### config.mk
export PLATFORM = sky130hd
export DESIGN_NAME = inst_encoder
export DESIGN_NICKNAME = d
export VERILOG_FILES = /design/src/rtl/inst_encoder_pkg.sv /design/src/rtl/inst_pack.sv /design/src/rtl/inst_encoder.sv
export SDC_FILE = /design/constraint.sdc
export NUM_CORES = 1
export LEC_CHECK = 0
export CAP_MARGIN = 40
export CORE_AREA = 2 2 84 118
export DETAILED_ROUTE_END_ITERATION = 12
export DIE_AREA = 0 0 86 120
export SYNTH_ARGS = -nofsm -noshare
export SYNTH_HDL_FRONTEND = slang
export SYNTH_SLANG_ARGS = --single-unit
export TNS_END_PERCENT = 50
### constraint.sdc
create_clock -name clk_i -period 3.7 [get_ports clk_i]
set_clock_uncertainty 0.05 [all_clocks]
set_input_delay 1.11 -clock clk_i [delete_from_list [all_inputs] [get_ports clk_i]]
set_output_delay 1.11 -clock clk_i [all_outputs]
set_load 0.02 [all_outputs]
### src/rtl/inst_encoder_pkg.sv
// Shared encoder definitions: op enum, RV32 opcode/funct fields, NOP word and immediate limits.
// Used by inst_pack and inst_encoder.
package enc_pkg;

   typedef enum logic [3:0] {
      OP_AND  = 4'd0,
      OP_XOR  = 4'd1,
      OP_SLL  = 4'd2,
      OP_ADD  = 4'd3,
      OP_SUB  = 4'd4,
      OP_MUL  = 4'd5,
      OP_ADDI = 4'd6,
      OP_SRAI = 4'd7,
      OP_LW   = 4'd8,
      OP_SW   = 4'd9,
      OP_BEQ  = 4'd10
   } op_e;

   localparam logic [6:0] OPC_OP     = 7'b0110011;
   localparam logic [6:0] OPC_OP_IMM = 7'b0010011;
   localparam logic [6:0] OPC_LOAD   = 7'b0000011;
   localparam logic [6:0] OPC_STORE  = 7'b0100011;
   localparam logic [6:0] OPC_BRANCH = 7'b1100011;

   localparam logic [2:0] F3_AND  = 3'b111;
   localparam logic [2:0] F3_XOR  = 3'b100;
   localparam logic [2:0] F3_SLL  = 3'b001;
   localparam logic [2:0] F3_ADD  = 3'b000;
   localparam logic [2:0] F3_SRA  = 3'b101;
   localparam logic [2:0] F3_WORD = 3'b010;
   localparam logic [2:0] F3_BEQ  = 3'b000;

   localparam logic [6:0] F7_BASE = 7'b0000000;
   localparam logic [6:0] F7_ALT  = 7'b0100000;
   localparam logic [6:0] F7_MUL  = 7'b0000001;

   localparam logic [31:0] NOP = 32'h00000013;

   localparam int IMM12_MIN = -2048;
   localparam int IMM12_MAX = 2047;
   localparam int SHAMT_MIN = 0;
   localparam int SHAMT_MAX = 31;
   localparam int BR_MIN    = -4096;
   localparam int BR_MAX    = 4094;

endpackage

### src/rtl/inst_pack.sv
// Combinational field packer: op + register indices + immediate -> RV32 word, plus range error.
// Range checking is present only when ENC_RANGE_CHECK_EN is defined; otherwise err is 0.
module inst_pack
   import enc_pkg::*;
(
   input  logic [3:0]  op,
   input  logic [4:0]  rd,
   input  logic [4:0]  rs1,
   input  logic [4:0]  rs2,
   input  logic [31:0] imm,
   output logic [31:0] word,
   output logic        err
);

   always_comb begin
      word = NOP;
      case (op)
         OP_AND:  word = {F7_BASE, rs2, rs1, F3_AND, rd, OPC_OP};
         OP_XOR:  word = {F7_BASE, rs2, rs1, F3_XOR, rd, OPC_OP};
         OP_SLL:  word = {F7_BASE, rs2, rs1, F3_SLL, rd, OPC_OP};
         OP_ADD:  word = {F7_BASE, rs2, rs1, F3_ADD, rd, OPC_OP};
         OP_SUB:  word = {F7_ALT,  rs2, rs1, F3_ADD, rd, OPC_OP};
         OP_MUL:  word = {F7_MUL,  rs2, rs1, F3_ADD, rd, OPC_OP};
         OP_ADDI: word = {imm[11:0], rs1, F3_ADD, rd, OPC_OP_IMM};
         OP_SRAI: word = {F7_ALT, imm[4:0], rs1, F3_SRA, rd, OPC_OP_IMM};
         OP_LW:   word = {imm[11:0], rs1, F3_WORD, rd, OPC_LOAD};
         OP_SW:   word = {imm[11:5], rs2, rs1, F3_WORD, imm[4:0], OPC_STORE};
         // B-type scatters imm[12:1]; imm[0] is implicitly zero and dropped
         OP_BEQ:  word = {imm[12], imm[10:5], rs2, rs1, F3_BEQ,
                          imm[4:1], imm[11], OPC_BRANCH};
         default: word = NOP;
      endcase
   end

`ifdef ENC_RANGE_CHECK_EN
   logic signed [31:0] simm;
   assign simm = imm;

   always_comb begin
      err = 1'b0;
      case (op)
         OP_AND, OP_XOR, OP_SLL, OP_ADD, OP_SUB, OP_MUL:
            err = 1'b0;
         OP_ADDI, OP_LW, OP_SW:
            err = (simm < IMM12_MIN) || (simm > IMM12_MAX);
         OP_SRAI:
            err = (simm < SHAMT_MIN) || (simm > SHAMT_MAX);
         OP_BEQ:
            err = (simm < BR_MIN) || (simm > BR_MAX) || imm[0];
         default:
            err = 1'b1;
      endcase
   end
`else
   logic unused_imm;
   assign unused_imm = ^imm[31:13];
   assign err = 1'b0;
`endif

endmodule

### src/rtl/inst_encoder.sv
// Registered RISC-V instruction encoder: valid/ready input, one-entry output register,
// auto-incrementing word address. Optional immediate range checking via ENC_RANGE_CHECK_EN.
module inst_encoder
   import enc_pkg::*;
#(
   parameter int unsigned ADDR_W = 8
) (
   input  logic              clk_i,
   input  logic              rst_i,
   input  logic              clear_i,
   input  logic              valid_i,
   output logic              ready_o,
   input  logic [3:0]        op_i,
   input  logic [4:0]        rd_i,
   input  logic [4:0]        rs1_i,
   input  logic [4:0]        rs2_i,
   input  logic [31:0]       imm_i,
   output logic              valid_o,
   input  logic              ready_i,
   output logic [31:0]       data_o,
   output logic [ADDR_W-1:0] addr_o,
   output logic              err_o
);

   typedef enum logic {EMPTY, FULL} state_e;

   state_e            state, state_nxt;
   logic              accept;
   logic [ADDR_W-1:0] cnt;
   logic [31:0]       pack_word;
   logic              pack_err;

   inst_pack u_pack (
      .op   (op_i),
      .rd   (rd_i),
      .rs1  (rs1_i),
      .rs2  (rs2_i),
      .imm  (imm_i),
      .word (pack_word),
      .err  (pack_err)
   );

   assign valid_o = (state == FULL);
   assign ready_o = !valid_o || ready_i;
   assign accept  = valid_i && ready_o;

   always_comb begin
      state_nxt = state;
      case (state)
         EMPTY:   if (accept) state_nxt = FULL;
         FULL:    if (ready_i && !accept) state_nxt = EMPTY;
         default: state_nxt = EMPTY;
      endcase
   end

   always_ff @(posedge clk_i) begin
      if (rst_i) begin
         state  <= EMPTY;
         data_o <= '0;
         addr_o <= '0;
         err_o  <= 1'b0;
         cnt    <= '0;
      end else begin
         state <= state_nxt;
         if (accept) begin
            data_o <= pack_word;
            err_o  <= pack_err;
            // clear in the accept cycle hands out address 0 and leaves 1 for the next word
            if (clear_i) begin
               addr_o <= '0;
               cnt    <= ADDR_W'(1);
            end else begin
               addr_o <= cnt;
               cnt    <= cnt + ADDR_W'(1);
            end
         end else if (clear_i) begin
            cnt <= '0;
         end
      end
   end

endmodule

==> flow_metrics.env <==
export IMPL_syn2layout_area_growth_pct=43.4
export IMPL_cp_buffers_inverters=2
export IMPL_insertion_delay_ns=0.29
export IMPL_relSlewSlack_pct=51.9
export IMPL_cts_resized=0
export IMPL_rows=42
export IMPL_fill_cells=966
export IMPL_cts_hold_buf=0
export IMPL_path_delay_family="buffers and inverters"
export IMPL_cts_reportedPaths_clkPinSlew_ns=0.06
export IMPL_rsz0062_at_grt="no"
export IMPL_p_per_area_mw_per_mm2=368
export IMPL_grt_start_max_net_pins=30
export IMPL_synthFlopType="dfxtp_1"
export IMPL_wire_per_inst_um=14.5
export IMPL_grt_usage_pct=13.5
export IMPL_cts_buffers_inserted=5
export IMPL_htreeDepth=2
export IMPL_status="finished clean"
export IMPL_route_detailed_drc=0
export IMPL_place_port_buffers=76
export IMPL_whs_ns=0.402
export IMPL_place_inst=454
export IMPL_cts_sinks=46
export IMPL_setup_violations=0
export IMPL_end_kind="primary output"
export IMPL_crit_path_top_delay_cell="clkdlybuf4s50_1"
export IMPL_total_power_mw=1.20
export IMPL_post_route_cell_area_mm2=0.00326
export IMPL_leakage_nw=1.14
export IMPL_crit_arrival_ns=2.28
export IMPL_fmax_mhz=291
export IMPL_max_stage_delay_ns=0.59
export IMPL_final_net_count=408
export IMPL_die_y_um=120
export IMPL_grt_pass1_vias=2180
export IMPL_synth_cell_type_count=41
export IMPL_coreArea_mm2=0.00930
export IMPL_finalCriticalPeriod_ns=3.44
export IMPL_syn_area_mm2=0.00227
export IMPL_slew_viol_final=0
export IMPL_tightest_slew_ns=0.720
export IMPL_dr_first_iter_drc_count=55
export IMPL_syn_avg_cell_area_um2=8.05
export IMPL_ys_warn_count=0
export IMPL_die_area_mm2=0.0103
export IMPL_worst_setup_path_start_kind="input port"
export IMPL_synth_edf_count=0
export IMPL_ir_drop_v=0.000170
export IMPL_wl_mm=6.68
export IMPL_ant_nets=0
export IMPL_crit_path_max_fanout=2
export IMPL_critPathKind="input port to primary output"
export IMPL_timing_critical_path_mode_cell="clkdlybuf4s50_1"
export IMPL_fin_tns_setup_ns=0
export IMPL_antenna_found_initial=0
export IMPL_syn_instance_count=282
export IMPL_routed_via_density=4.91
export IMPL_antenna_cells=0
export IMPL_cts_tree="built"
export IMPL_post_cts_setup_buffer_count=0
export IMPL_place_hpwl_mm=4.95
export IMPL_cap_violations=0
export IMPL_globalplace_congestion=0.772
export IMPL_min_path_type="flop to flop"
export IMPL_cts_buffer_depth=2
export IMPL_required_ns=2.54
export IMPL_hold_viol=0
export IMPL_dr_total_vias=2264
export IMPL_ys_seq_elements=46
export IMPL_post_dp_cell_area_mm2=0.00312
export IMPL_yosysSeqAreaShare_pct=40.6
export IMPL_start_util_pct=24.4
export IMPL_drive_gt1_share_pct=7.41
export IMPL_finalCritPeriodShare_pct=92.9
export IMPL_fp_dieW_um=86
export IMPL_clockRootBuffer="clkbuf_16"
export IMPL_stdcell_count=461
export IMPL_synthArstFlopShare_pct=0
export IMPL_grt_pass1_wl_mm=10.9
export IMPL_cp_cell_sequence="clkdlybuf4s50_1, nand2b_4, clkdlybuf4s50_1"
export IMPL_ioPinCount=99
export IMPL_grt_overflow=0
export IMPL_drt_pass1_iter_count=4
## registers in the layout, indices dropped and copies added, names as in the netlist
| signal | flops |
|---|---|
| addr_o | 8 |
| cnt | 8 |
| data_o | 29 |
| valid_o | 1 |
## stage by stage
| step | setup WS, ns | utilization, % |
|---|---|---|
| 2_1_floorplan | 0.906 | - |
| 3_3_place_gp | 0.256 | 33.5 |
| 3_5_place_dp | 0.257 | 33.5 |
| 4_1_cts | 0.249 | 35.0 |
| 5_1_grt | 0.229 | 35.0 |
| 6_report | 0.261 | 35.0 |
## cell families (layout without fill, tap and decap cells)
kind of cell | count (synthesis) | after routing | synth area share [%]
other | 1 | 3 | 0.165
AO/OA/AOI/OAI | 82 | 82 | 22.5
adder cells (fa/ha/maj) | 1 | 1 | 0.551
multiplexers | 1 | 1 | 0.441
flip-flops | 46 | 46 | 40.6
XOR/XNOR | 6 | 6 | 2.31
AND/OR/NAND/NOR | 117 | 117 | 27.5
buffers and inverters | 28 | 95 | 5.95
## power by group
part	internal, mW	switching (mW)	leakage (nW)
sequential	0.516	0.0117	0.376
clock	0.247	0.192	0.0629
combinational	0.110	0.123	0.697
## worst register-to-register path, stage by stage, from the launching register on
cell      delay [ns]
dfxtp_1         0.37
nand2b_4        0.06
buf_4           0.19
nand2_1         0.32
buf_4           0.36
a21oi_1         0.08
a211oi_1        0.22
## synthesized netlist by cell type (2+ instances only)
cell type  number  area, µm²
nand3_1        10       50.1
a311oi_1        4       35.0
a2bb2oi_1       5       43.8
nor2b_1         5       31.3
buf_2           9       45.0
nand2b_1        2       12.5
nor2_2          2       12.5
nand3b_1       18        135
and3_1          6       37.5
a21oi_1        38        190
buf_4           5       37.5
clkbuf_1       10       37.5
nand2_1        28        105
o211ai_1        4       30.0
a221oi_1        4       35.0
and2_1          4       25.0
xor2_1          5       43.8
nand4_1         3       18.8
inv_1           2       7.51
o21ai_0        15       75.1
nor2_1         29        109
or2_2           2       12.5
dfxtp_1        46        921
nor3_1          3       15.0
a211oi_1        7       52.6
## layer usage
metal / global-route usage, % / part of all wire, % / up-vias
met2: 23.3 / 51 / 65
met5: 0 / 0 / -
met1: 15.6 / 42 / 1056
met3: 2.68 / 4.3 / 14
li1: - / - / 1129
met4: 6.25 / 2.9 / 0
## path summary, 6_finish.rpt
check	from	end	slack [ns]	depth (start not counted)
setup / recovery	ready_i	ready_o	0.26	3
setup reg to reg	valid_o	data_o[20]	1.98	6
hold / removal	addr_o[5]	addr_o[5]	0.40	2
hold reg to reg	addr_o[5]	addr_o[5]	0.40	2
## cell usage in the layout, fill, tap and decap left out, types with 2 or more instances in the layout
cell type        instances
inv_1                    2
nor2b_1                  5
a221oi_1                 4
and2_1                   4
conb_1                   3
clkdlybuf4s50_1         76
o211ai_1                 4
a2bb2oi_1                5
nand3_1                 10
a211oi_1                 7
a21oi_1                 38
nand2_1                 28
nand3b_1                18
xor2_1                   5
o21ai_0                 15
nor2_2                   2
dfxtp_1                 46
nor2_1                  29
nand2b_1                 2
buf_4                    9
or2_2                    2
a311oi_1                 4
and3_1                   6
clkbuf_16                5
nor3_1                   3
nand4_1                  3
## layout make-up
cell class | count | area, µm² | share of cell area [%]
well taps | 110 | 138 | 4.23
inverters | 3 | 11.3 | 0.346
multi-input cells | 210 | 1220 | 37.5
repair buffers | 85 | 828 | 25.4
clock buffers | 6 | 129 | 3.96
flip-flops and latches | 46 | 921 | 28.3
clock inverters | 1 | 7.51 | 0.231
Note: power is estimated with default switching activity, not from simulation.
